===== config.mk =====
export PLATFORM = sky130hd
export DESIGN_NAME = id_ex_stage_flat
export DESIGN_NICKNAME = d
export VERILOG_FILES = /design/src/rtl/id_ex_stage_if.sv /design/src/rtl/id_ex_stage.sv /design/src/flat_wrapper.sv
export SDC_FILE = /design/constraint.sdc
export NUM_CORES = 1
export LEC_CHECK = 0
export ABC_CLOCK_PERIOD_IN_PS = 9700
export CAP_MARGIN = 40
export CORE_AREA = 2 2 225 227
export DETAILED_ROUTE_END_ITERATION = 8
export DIE_AREA = 0 0 227 229
export PLACE_DENSITY = 0.53
export SETUP_SLACK_MARGIN = 0.2
export SKIP_LAST_GASP = 1
export SLEW_MARGIN = 5
export SYNTH_ARGS = -nofsm -noshare
export SYNTH_HDL_FRONTEND = slang
export SYNTH_SLANG_ARGS = --single-unit
export TNS_END_PERCENT = 50

===== constraint.sdc =====
create_clock -name clk -period 9.7 [get_ports clk]
set_input_delay 1.455 -clock clk [delete_from_list [all_inputs] [get_ports clk]]
set_output_delay 1.455 -clock clk [all_outputs]
set_load 0.02 [all_outputs]

===== src/rtl/id_ex_stage_if.sv =====
// Decode-to-execute bundle: decoded instruction, flush, forwarding taps and the EX-side outputs.
// master drives the decode/forwarding side; slave is the ID/EX stage itself.
interface id_ex_stage_if;
   logic        in_valid;
   logic [63:0] in_rs_data;
   logic [63:0] in_rt_data;
   logic [63:0] in_imm;
   logic [4:0]  in_rs;
   logic [4:0]  in_rt;
   logic [4:0]  in_rd;
   logic [3:0]  in_operation;
   logic [4:0]  in_shamt;
   logic        in_alu_src;
   logic        in_uses_rt;
   logic        in_reg_write;
   logic        in_mem_read;
   logic        in_mem_write;
   logic        flush;

   logic        exmem_reg_write;
   logic [4:0]  exmem_rd;
   logic [63:0] exmem_result;
   logic        memwb_reg_write;
   logic [4:0]  memwb_rd;
   logic [63:0] memwb_result;

   logic [63:0] Op1;
   logic [63:0] Op2;
   logic [3:0]  operation;
   logic [4:0]  shamt;
   logic        ex_valid;
   logic [4:0]  ex_rd;
   logic        ex_reg_write;
   logic        ex_mem_read;
   logic        ex_mem_write;
   logic [63:0] ex_store_data;
   logic        stall;

   modport master (
      output in_valid, in_rs_data, in_rt_data, in_imm, in_rs, in_rt, in_rd,
             in_operation, in_shamt, in_alu_src, in_uses_rt, in_reg_write,
             in_mem_read, in_mem_write, flush,
             exmem_reg_write, exmem_rd, exmem_result,
             memwb_reg_write, memwb_rd, memwb_result,
      input  Op1, Op2, operation, shamt, ex_valid, ex_rd, ex_reg_write,
             ex_mem_read, ex_mem_write, ex_store_data, stall
   );

   modport slave (
      input  in_valid, in_rs_data, in_rt_data, in_imm, in_rs, in_rt, in_rd,
             in_operation, in_shamt, in_alu_src, in_uses_rt, in_reg_write,
             in_mem_read, in_mem_write, flush,
             exmem_reg_write, exmem_rd, exmem_result,
             memwb_reg_write, memwb_rd, memwb_result,
      output Op1, Op2, operation, shamt, ex_valid, ex_rd, ex_reg_write,
             ex_mem_read, ex_mem_write, ex_store_data, stall
   );
endinterface


===== src/rtl/id_ex_stage.sv =====
// ID/EX pipeline register with EX operand forwarding; one cycle from decode to ALU operands.
// Load-use hazards raise stall (hold PC and IF/ID) and inject one bubble; flush overrides stall.
module id_ex_stage (
   input  logic           clk,
   input  logic           rst,
   id_ex_stage_if.slave   bus
);

   typedef struct packed {
      logic        valid;
      logic [63:0] rs_data;
      logic [63:0] rt_data;
      logic [63:0] imm;
      logic [4:0]  rs;
      logic [4:0]  rt;
      logic [4:0]  rd;
      logic [3:0]  operation;
      logic [4:0]  shamt;
      logic        alu_src;
      logic        uses_rt;
      logic        reg_write;
      logic        mem_read;
      logic        mem_write;
   } stage_t;

   stage_t      stage_q;
   stage_t      stage_d;
   logic        hazard;
   logic [63:0] rs_fwd;
   logic [63:0] rt_fwd;

   // EX/MEM is the younger producer, so it is checked first; r0 is never forwarded.
   function automatic logic [63:0] forward(
      input logic [4:0]  src,
      input logic [63:0] reg_data,
      input logic        xm_we,
      input logic [4:0]  xm_rd,
      input logic [63:0] xm_res,
      input logic        mw_we,
      input logic [4:0]  mw_rd,
      input logic [63:0] mw_res
   );
      logic [63:0] val;
      val = reg_data;
      if (xm_we && (xm_rd != 5'd0) && (xm_rd == src)) begin
         val = xm_res;
      end else if (mw_we && (mw_rd != 5'd0) && (mw_rd == src)) begin
         val = mw_res;
      end
      return val;
   endfunction

   always_comb begin
      hazard = bus.in_valid & stage_q.valid & stage_q.mem_read & (stage_q.rd != 5'd0)
             & ((bus.in_rs == stage_q.rd) | (bus.in_uses_rt & (bus.in_rt == stage_q.rd)))
             & ~bus.flush;
   end

   // A bubble is an all-zero stage: invalid, op 0, no writes, rd 0.
   always_comb begin
      stage_d = '0;
      if (!bus.flush && !hazard) begin
         stage_d.valid     = bus.in_valid;
         stage_d.rs_data   = bus.in_rs_data;
         stage_d.rt_data   = bus.in_rt_data;
         stage_d.imm       = bus.in_imm;
         stage_d.rs        = bus.in_rs;
         stage_d.rt        = bus.in_rt;
         stage_d.rd        = bus.in_rd;
         stage_d.operation = bus.in_operation;
         stage_d.shamt     = bus.in_shamt;
         stage_d.alu_src   = bus.in_alu_src;
         stage_d.uses_rt   = bus.in_uses_rt;
         stage_d.reg_write = bus.in_reg_write;
         stage_d.mem_read  = bus.in_mem_read;
         stage_d.mem_write = bus.in_mem_write;
      end
   end

   always_ff @(posedge clk or posedge rst) begin
      if (rst) begin
         stage_q <= '0;
      end else begin
         stage_q <= stage_d;
      end
   end

   always_comb begin
      rs_fwd = forward(stage_q.rs, stage_q.rs_data,
                       bus.exmem_reg_write, bus.exmem_rd, bus.exmem_result,
                       bus.memwb_reg_write, bus.memwb_rd, bus.memwb_result);
      rt_fwd = forward(stage_q.rt, stage_q.rt_data,
                       bus.exmem_reg_write, bus.exmem_rd, bus.exmem_result,
                       bus.memwb_reg_write, bus.memwb_rd, bus.memwb_result);
   end

   // rs on Op1 and rt on Op2 keeps the ALU's Op2 - Op1 subtract ordering.
   assign bus.Op1           = rs_fwd;
   assign bus.Op2           = stage_q.alu_src ? stage_q.imm : rt_fwd;
   assign bus.ex_store_data = rt_fwd;
   assign bus.operation     = stage_q.operation;
   assign bus.shamt         = stage_q.shamt;
   assign bus.ex_valid      = stage_q.valid;
   assign bus.ex_rd         = stage_q.rd;
   assign bus.ex_reg_write  = stage_q.reg_write;
   assign bus.ex_mem_read   = stage_q.mem_read;
   assign bus.ex_mem_write  = stage_q.mem_write;
   assign bus.stall         = hazard;

endmodule


===== src/flat_wrapper.sv =====
// flat-port wrapper written by rule: the top's interface ports become plain ports
module id_ex_stage_flat 
  (clk, rst, bus_in_valid, bus_in_rs_data, bus_in_rt_data, bus_in_imm, bus_in_rs, bus_in_rt, bus_in_rd, bus_in_operation, bus_in_shamt, bus_in_alu_src, bus_in_uses_rt, bus_in_reg_write, bus_in_mem_read, bus_in_mem_write, bus_flush, bus_exmem_reg_write, bus_exmem_rd, bus_exmem_result, bus_memwb_reg_write, bus_memwb_rd, bus_memwb_result, bus_Op1, bus_Op2, bus_operation, bus_shamt, bus_ex_valid, bus_ex_rd, bus_ex_reg_write, bus_ex_mem_read, bus_ex_mem_write, bus_ex_store_data, bus_stall);
  id_ex_stage_if bus_i ();
  input  logic clk;
  input  logic rst;
  input wire logic [$bits(bus_i.in_valid)-1:0] bus_in_valid;
  input wire logic [$bits(bus_i.in_rs_data)-1:0] bus_in_rs_data;
  input wire logic [$bits(bus_i.in_rt_data)-1:0] bus_in_rt_data;
  input wire logic [$bits(bus_i.in_imm)-1:0] bus_in_imm;
  input wire logic [$bits(bus_i.in_rs)-1:0] bus_in_rs;
  input wire logic [$bits(bus_i.in_rt)-1:0] bus_in_rt;
  input wire logic [$bits(bus_i.in_rd)-1:0] bus_in_rd;
  input wire logic [$bits(bus_i.in_operation)-1:0] bus_in_operation;
  input wire logic [$bits(bus_i.in_shamt)-1:0] bus_in_shamt;
  input wire logic [$bits(bus_i.in_alu_src)-1:0] bus_in_alu_src;
  input wire logic [$bits(bus_i.in_uses_rt)-1:0] bus_in_uses_rt;
  input wire logic [$bits(bus_i.in_reg_write)-1:0] bus_in_reg_write;
  input wire logic [$bits(bus_i.in_mem_read)-1:0] bus_in_mem_read;
  input wire logic [$bits(bus_i.in_mem_write)-1:0] bus_in_mem_write;
  input wire logic [$bits(bus_i.flush)-1:0] bus_flush;
  input wire logic [$bits(bus_i.exmem_reg_write)-1:0] bus_exmem_reg_write;
  input wire logic [$bits(bus_i.exmem_rd)-1:0] bus_exmem_rd;
  input wire logic [$bits(bus_i.exmem_result)-1:0] bus_exmem_result;
  input wire logic [$bits(bus_i.memwb_reg_write)-1:0] bus_memwb_reg_write;
  input wire logic [$bits(bus_i.memwb_rd)-1:0] bus_memwb_rd;
  input wire logic [$bits(bus_i.memwb_result)-1:0] bus_memwb_result;
  output wire logic [$bits(bus_i.Op1)-1:0] bus_Op1;
  output wire logic [$bits(bus_i.Op2)-1:0] bus_Op2;
  output wire logic [$bits(bus_i.operation)-1:0] bus_operation;
  output wire logic [$bits(bus_i.shamt)-1:0] bus_shamt;
  output wire logic [$bits(bus_i.ex_valid)-1:0] bus_ex_valid;
  output wire logic [$bits(bus_i.ex_rd)-1:0] bus_ex_rd;
  output wire logic [$bits(bus_i.ex_reg_write)-1:0] bus_ex_reg_write;
  output wire logic [$bits(bus_i.ex_mem_read)-1:0] bus_ex_mem_read;
  output wire logic [$bits(bus_i.ex_mem_write)-1:0] bus_ex_mem_write;
  output wire logic [$bits(bus_i.ex_store_data)-1:0] bus_ex_store_data;
  output wire logic [$bits(bus_i.stall)-1:0] bus_stall;
  assign bus_i.in_valid = bus_in_valid;
  assign bus_i.in_rs_data = bus_in_rs_data;
  assign bus_i.in_rt_data = bus_in_rt_data;
  assign bus_i.in_imm = bus_in_imm;
  assign bus_i.in_rs = bus_in_rs;
  assign bus_i.in_rt = bus_in_rt;
  assign bus_i.in_rd = bus_in_rd;
  assign bus_i.in_operation = bus_in_operation;
  assign bus_i.in_shamt = bus_in_shamt;
  assign bus_i.in_alu_src = bus_in_alu_src;
  assign bus_i.in_uses_rt = bus_in_uses_rt;
  assign bus_i.in_reg_write = bus_in_reg_write;
  assign bus_i.in_mem_read = bus_in_mem_read;
  assign bus_i.in_mem_write = bus_in_mem_write;
  assign bus_i.flush = bus_flush;
  assign bus_i.exmem_reg_write = bus_exmem_reg_write;
  assign bus_i.exmem_rd = bus_exmem_rd;
  assign bus_i.exmem_result = bus_exmem_result;
  assign bus_i.memwb_reg_write = bus_memwb_reg_write;
  assign bus_i.memwb_rd = bus_memwb_rd;
  assign bus_i.memwb_result = bus_memwb_result;
  assign bus_Op1 = bus_i.Op1;
  assign bus_Op2 = bus_i.Op2;
  assign bus_operation = bus_i.operation;
  assign bus_shamt = bus_i.shamt;
  assign bus_ex_valid = bus_i.ex_valid;
  assign bus_ex_rd = bus_i.ex_rd;
  assign bus_ex_reg_write = bus_i.ex_reg_write;
  assign bus_ex_mem_read = bus_i.ex_mem_read;
  assign bus_ex_mem_write = bus_i.ex_mem_write;
  assign bus_ex_store_data = bus_i.ex_store_data;
  assign bus_stall = bus_i.stall;
  id_ex_stage u_core (.clk(clk), .rst(rst), .bus(bus_i));
endmodule

==> metrics, run 1 <==
pins over their slew limit 0; die width 227 µm; hold slack final 1010 ps; clock latency on the worst-skew pair 560 ps; remaining antenna violation count 0; setup skew after layout 20.0 ps; layout cells sized above 1 7.45%; startpoint of the worst register-to-register path u_core.bus.ex_rd[0]$_DFF_PP0_; worst reg-to-reg setup slack 7280 ps; category of the critical setup timing path primary input to output port; post-CTS repair timing setup buffer count 0; final worst path period share 69.2%; Final Wtd Congestion 0.910; shortest period the worst path allows 6720 ps; worst-path fanout max 37; FF/Latch Area 5530 µm²; leftover overflow at the end of global routing 0; Synth Instances 1182; biggest area consumer among synthesized cells dfrtp_1; total wirelength of the detailed-routed design 49600 µm; hold endpoint u_core.bus.ex_valid$_DFF_PP0_; Hold Crit Depth 4; PostCTS Resize Cnt 0; register area share after synthesis 46.7%; Clk pin slew, worst setup/hold paths 60 ps; CP Capture Type output port; vias in the first global route 11.1k; # hold bufs at CTS 0; P per Cell Area 141 nW/µm²; Warnings, synthesis 0; maximum cell stage delay along the critical path 710 ps; data required time of the worst path 8250 ps; TritonCTS Buffers 28; post-detailed-route DRC marker count 0; Pleak 7.89 nW; Least-Margin Pin Slew 893 ps; die outline area 52000 µm²; largest net degree at the start of global routing 176; global-route wire length before repair 72400 µm; total area of multi-input combinational cells 5500 µm²; Max H-tree Level 1; maximum resistive drop on vdd 0.0944 mV; area fraction of the dominant cell type after synthesis 46.7%; final layout net count 2062; max_cap viols 0; buffer cell driving the clock tree root clkbuf_16; number of nets produced by synthesis 1547; worst rel slew slack 40.4%; synthesis-stage register bit count 221; GRT Total Usage 18.5%; Post-Place Setup Slack 2960 ps; initial core utilization 23.9%; Core Region 49700 µm²; Fmax 149 MHz; count of fill cells added during filler insertion 5045; vertical die dimension 229 µm; first-iteration detailed-routing DRC count 461; arrival time of the worst setup path 5260 ps; IO Port Bufs 575; antenna violations before repair 12; R2R cell count 7; final setup fails 0; Final Worst Setup Slack 2980 ps; critical path, cell by cell clkdlybuf4s50_1 > or4_1 > o21ai_2 > or4_4 > buf_4 > mux2i_1 > a221oi_2 > clkdlybuf4s50_1; area overhead of the layout relative to synthesis 60.9%; row count 82; synth unique cells 29; leading cell types by total area after synthesis dfrtp_1 47%, and2_1 12%, mux2i_1 11%; Sinks on Clock Net 221; I/O pin count 576; detailed-placement wirelength estimate 37200 µm; end of the worst register-to-register path u_core.stage_q[136]$_DFF_PP0_; outcome finished clean; hold crit path type flip-flop to flip-flop; Critical Path Most Common Cell clkdlybuf4s50_1; clock buffer depth 3; post-DR vias/cell 4.36; Worst Setup Start Kind primary input; synthesized area 11800 µm²; RSZ-0062 raised after global routing no; Min-Delay Startpoint u_core.bus.ex_valid$_DFF_PP0_; routed wirelength normalized by instance count 20.7 µm; slowest cell on the critical path or4_4; Vias 10.5k; aggregate negative setup slack 0 ps; final number of hold-violating endpoints 0; Post-Synthesis Mean Instance Area 10.0 µm²; number of optimization iterations in the first detailed-route pass 5; TritonCTS clock tree done
report_power, final:
group / switching, W / total (W) / internal (W) / leakage (nW)
Clock: 0.000425 / 0.00106 / 0.000638 / 0.453
Sequential: 0.0000216 / 0.000990 / 0.000969 / 2.85
Combinational: 0.000298 / 0.000630 / 0.000332 / 4.59
cells in the final DEF, fill, tap and decap left out, types with 18 or more instances in the layout:
| cell type | n |
|---|---|
| a21oi_1 | 65 |
| dfrtp_1 | 220 |
| nor3_1 | 67 |
| inv_1 | 64 |
| nand2_1 | 67 |
| clkbuf_16 | 29 |
| clkdlybuf4s50_1 | 575 |
| o21ai_1 | 18 |
| mux2i_1 | 128 |
| a221oi_2 | 60 |
| xnor2_1 | 18 |
| o21ai_0 | 46 |
| and2_1 | 221 |
| nor2_1 | 67 |
state kept, by name, indices dropped and copies added (netlist names):
| name | flops |
|---|---|
| u_core.bus.ex_mem_write | 1 |
| u_core.bus.ex_mem_read | 1 |
| u_core.bus.ex_valid | 1 |
| u_core.bus.ex_reg_write | 1 |
| u_core.bus.shamt | 5 |
| u_core.stage_q | 203 |
| u_core.bus.ex_rd | 5 |
| u_core.bus.operation | 4 |
cell type report:
| cell class | instances | area share, % |
|---|---|---|
| clock buffers | 42 | 4.33 |
| inverters | 65 | 1.32 |
| multi-input cells | 789 | 28.9 |
| flip-flops and latches | 221 | 29.0 |
| clock inverters | 8 | 0.538 |
| diodes | 9 | 0.118 |
| repair buffers | 592 | 31.4 |
| well taps | 672 | 4.41 |
stage by stage:
stage               area, µm²  utilization, %  std cells  power (W)
global placement        18000            36.2       2334    0.00163
floorplan               11800               -       1182    0.00127
CTS                     19000            38.3       2389    0.00274
detailed placement      18100            36.5       2339    0.00164
finish                  19100            38.4       2398    0.00268
global route            19100            38.4       2397    0.00281
how the worst max path moves through the flow:
stage,slack [ps],cells after the start,endpoint,from
2_1_floorplan,2200,1,u_core.bus.ex_mem_read$_DFF_PP0_,rst
3_3_place_gp,3000,8,bus_Op2[12],bus_memwb_rd[4]
3_5_place_dp,2960,8,bus_Op2[12],bus_memwb_rd[4]
4_1_cts,2950,8,bus_Op2[12],bus_memwb_rd[4]
5_1_grt,2810,8,bus_Op2[12],bus_memwb_rd[4]
6_report,2980,8,bus_Op2[12],bus_memwb_rd[4]
cell usage after synthesis:
master,instances
o21ai_2,1
mux2i_1,128
nand3_1,5
buf_12,7
o22ai_1,1
o21a_1,1
nand2_1,67
inv_1,65
buf_2,24
nor2_1,67
or4_1,2
clkbuf_1,59
nand4_1,1
buf_6,1
and2_1,221
or4_4,1
nor4_1,1
buf_4,16
o21ai_0,46
a221oi_2,60
nor3_1,67
a21oi_1,66
a31oi_2,1
dfrtp_1,221
xor2_1,12
and4_1,1
xnor2_1,18
o21ai_1,18
a221oi_1,4
metal layers:
layer  part of all wire [%]  track usage, %  vias to the layer above
met2                     50            32.2                      374
met4                    3.0            6.21                        8
met1                     40            22.0                     4988
met3                    6.9            4.50                       81
li1                       -               -                     5015
met5                   0.13               0                        -
kinds of logic (layout without fill, tap and decap cells):
| family | after synthesis | after routing | share of synthesized area (%) |
|---|---|---|---|
| other cells | 0 | 9 | 0 |
| buf+inv | 172 | 707 | 7.23 |
| mux | 128 | 128 | 10.8 |
| compound gates | 198 | 198 | 13.7 |
| simple gates | 433 | 433 | 19.4 |
| xor+xnor | 30 | 30 | 2.22 |
| flops | 221 | 221 | 46.7 |
worst max-delay path, delay by kind of cell:
| family | cells | cell delay (ps) |
|---|---|---|
| mux | 1 | 220 |
| buf+inv | 3 | 1750 |
| simple gates | 2 | 1270 |
| compound gates | 2 | 480 |
(Power assumes the default switching activity.)
==> run 2: changes to the inputs <==
--- a/config.mk
+++ b/config.mk
@@ -5,12 +5,12 @@
 export SDC_FILE = /design/constraint.sdc
 export NUM_CORES = 1
 export LEC_CHECK = 0
-export ABC_CLOCK_PERIOD_IN_PS = 9700
+export ABC_CLOCK_PERIOD_IN_PS = 5600
 export CAP_MARGIN = 40
-export CORE_AREA = 2 2 225 227
+export CORE_AREA = 2 2 224 226
 export DETAILED_ROUTE_END_ITERATION = 8
-export DIE_AREA = 0 0 227 229
-export PLACE_DENSITY = 0.53
+export DIE_AREA = 0 0 226 228
+export PLACE_DENSITY = 0.55
 export SETUP_SLACK_MARGIN = 0.2
 export SKIP_LAST_GASP = 1
 export SLEW_MARGIN = 5
==> constraint.sdc (replaced) <==
create_clock -name clk -period 5.6 [get_ports clk]
set_input_delay 0.84 -clock clk [delete_from_list [all_inputs] [get_ports clk]]
set_output_delay 0.84 -clock clk [all_outputs]
set_load 0.02 [all_outputs]
==> run 2 against run 1 <==
Critical path depth stayed put; clock-buffer cell count is 4 lower; clock power is 79% higher; combinational power is 75% higher; critical path type unchanged; non-clock buffer count is 14 higher; core utilization is 0.62 points higher; cell area is 1.0% higher; sequential cell count stayed put; first-iteration DRC count is 5.4% higher; clock skew is 1.0 ps higher; worst hold slack worse by 230 ps; sequential power is 73% higher.
==> metrics, run 2 (synthesized netlist as in run 1, its figures left out) <==
TritonCTS Buffers 29 (+3.6%); max_cap viols 0 (unchanged); post-detailed-route DRC marker count 0 (unchanged); first-iteration detailed-routing DRC count 486 (+5.4%); category of the critical setup timing path primary input to output port; routed wirelength normalized by instance count 20.3 µm (-1.7%); TritonCTS clock tree done; data required time of the worst path 4760 ps (-3490 ps); shortest period the worst path allows 4800 ps; post-CTS repair timing setup buffer count 0 (unchanged); die outline area 51500 µm² (-0.88%); wl on met1 19200 µm (-4.6%); maximum cell stage delay along the critical path 670 ps (-40 ps); highest routed metal layer met5; clock latency on the worst-skew pair 560 ps (about the same); aggregate negative setup slack 0 ps (unchanged); CP Capture Type output port; worst rel slew slack 45.9% (+5.4 points); number of optimization iterations in the first detailed-route pass 5 (unchanged); Core Region 49300 µm² (-0.62%); vias in the first global route 11.2k (+1.0%); RSZ-0062 raised after global routing no; Final Worst Setup Slack 802 ps (-2180 ps); critical path, cell by cell clkdlybuf4s50_1 > or4_1 > o21ai_2 > or4_4 > buf_4 > mux2i_1 > a21oi_1 > clkdlybuf4s50_1; Max H-tree Level 1 (unchanged); # hold bufs at CTS 0 (unchanged); die width 226 µm (-0.44%); Final Wtd Congestion 0.885 (-2.7%); leftover overflow at the end of global routing 0 (unchanged); IO Port Bufs 575 (unchanged); global-route wire length before repair 72400 µm (about the same); I/O pin count 576 (unchanged); Sinks on Clock Net 221 (unchanged); PostCTS Resize Cnt 0 (unchanged); Largest register FFs 203 (unchanged); final number of hold-violating endpoints 0 (unchanged); detailed-placement wirelength estimate 36900 µm (-0.85%); Pleak 7.99 nW (+1.3%); slowest cell on the critical path clkdlybuf4s50_1; final setup fails 0 (unchanged); pins over their slew limit 0 (unchanged); final core utilization 39.0% (+0.62 points); maximum resistive drop on vdd 0.193 mV (+100%); Critical Path Most Common Cell clkdlybuf4s50_1; hold crit path type primary input to async pin; post-DR vias/cell 4.42 (+1.2%); final layout net count 2077 (+0.73%); buffer cell driving the clock tree root clkbuf_16; met2 WL post-DR 24800 µm (+0.88%); R2R cell count 7 (unchanged); arrival time of the worst setup path 3960 ps (-1300 ps); Critical Path Start bus_memwb_rd[4]; total wirelength of the detailed-routed design 48900 µm (-1.3%); worst reg-to-reg setup slack 3570 ps (-3710 ps); Worst Setup Start Kind primary input; end of the worst register-to-register path u_core.stage_q[122]$_DFF_PP0_; end point of the critical path bus_ex_store_data[29]; Fmax 208 MHz; Post-Place Setup Slack 835 ps (-2130 ps); outcome finished clean; setup skew after layout 21.0 ps (+1.01 ps); Least-Margin Pin Slew 812 ps (-81.6 ps); final worst path period share 85.7%; initial core utilization 24.0% (+0.15 points); Clk pin slew, worst setup/hold paths 60 ps (about the same); largest net degree at the start of global routing 90 (-49%); worst-path fanout max 19 (-49%); row count 82 (unchanged); remaining antenna violation count 0 (unchanged); P per Cell Area 245 nW/µm² (+74%); clock buffer depth 3 (unchanged); vertical die dimension 228 µm (-0.44%); met3 layer wire length in the routed design 3290 µm (-3.2%); area overhead of the layout relative to synthesis 62.5%; layout cells sized above 1 8.27% (+0.82 points); leading cell types in the layout, fill and taps excluded 575 x clkdlybuf4s50_1, 221 x and2_1, 220 x dfrtp_1; antenna violations before repair 11 (-1); largest register by flop count u_core.stage_q; total power consumption of the routed design 0.00471 W (+76%); startpoint of the worst register-to-register path u_core.bus.ex_rd[0]$_DFF_PP0_; most common cell after layout, fill and taps aside clkdlybuf4s50_1; hold slack final 782 ps (-227 ps); GRT Total Usage 18.6% (+0.094 points); Vias 10.6k (+1.7%)
==> run 2: changes by cell type in the layout (fill, tap and decap cells not counted), sizes merged, moves of 2 or more <==
cell and delta:
clkbuf -4, inv -2, bufinv +2, buf +14
==> run 2: layout make-up <==
type | instances | area (µm²)
inverters | 65 | 248
well taps | 672 | 841
diodes | 8 | 20.0
clock buffers | 38 | 800
clock inverters | 10 | 156
multi-input cells | 789 | 5500
fillers | 4936 | 30100
repair buffers | 606 | 6150
flip-flops and latches | 221 | 5530
==> run 2: worst min path at each step <==
stage,start,end,slack (ps),cells past startpoint
after floorplan,bus_in_mem_read,u_core.bus.ex_mem_read$_DFF_PP0_,970,1
after global placement,u_core.bus.ex_valid$_DFF_PP0_,u_core.bus.ex_valid$_DFF_PP0_,1310,5
after detailed placement,u_core.bus.ex_valid$_DFF_PP0_,u_core.bus.ex_mem_write$_DFF_PP0_,1120,5
after CTS,rst,u_core.stage_q[159]$_DFF_PP0_,760,3
after global routing,rst,u_core.stage_q[159]$_DFF_PP0_,790,3
final,rst,u_core.stage_q[162]$_DFF_PP0_,780,3
==> run 2: power by group <==
part | leakage, nW | internal [W] | total, W | switching [W]
Clock | 0.469 | 0.00117 | 0.00190 | 0.000728
Combinational | 4.68 | 0.000579 | 0.00110 | 0.000519
Sequential | 2.85 | 0.00168 | 0.00171 | 0.0000342
Total | 7.99 | 0.00343 | 0.00471 | 0.00128
==> run 2: through the flow <==
step	instance area, µm²	cells
final	19200	2409
after global routing	19200	2408
after CTS	19200	2401
after detailed placement	18300	2353
after global placement	18200	2350
after floorplan	11900	1182
==> run 2: layer usage <==
layer / global-route usage, % / vias to the layer above
met5: 0 / -
met4: 6.54 / 8
li1: - / 5039
met3: 4.65 / 90
met1: 21.8 / 5104
met2: 32.5 / 400
==> run 2: critical path, delay by kind of cell <==
family                 cells  cell delay (ps)
buffers and inverters      3             1550
AOI/OAI and AO/OA          2              470
muxes                      1              190
and+or+nand+nor            2              860
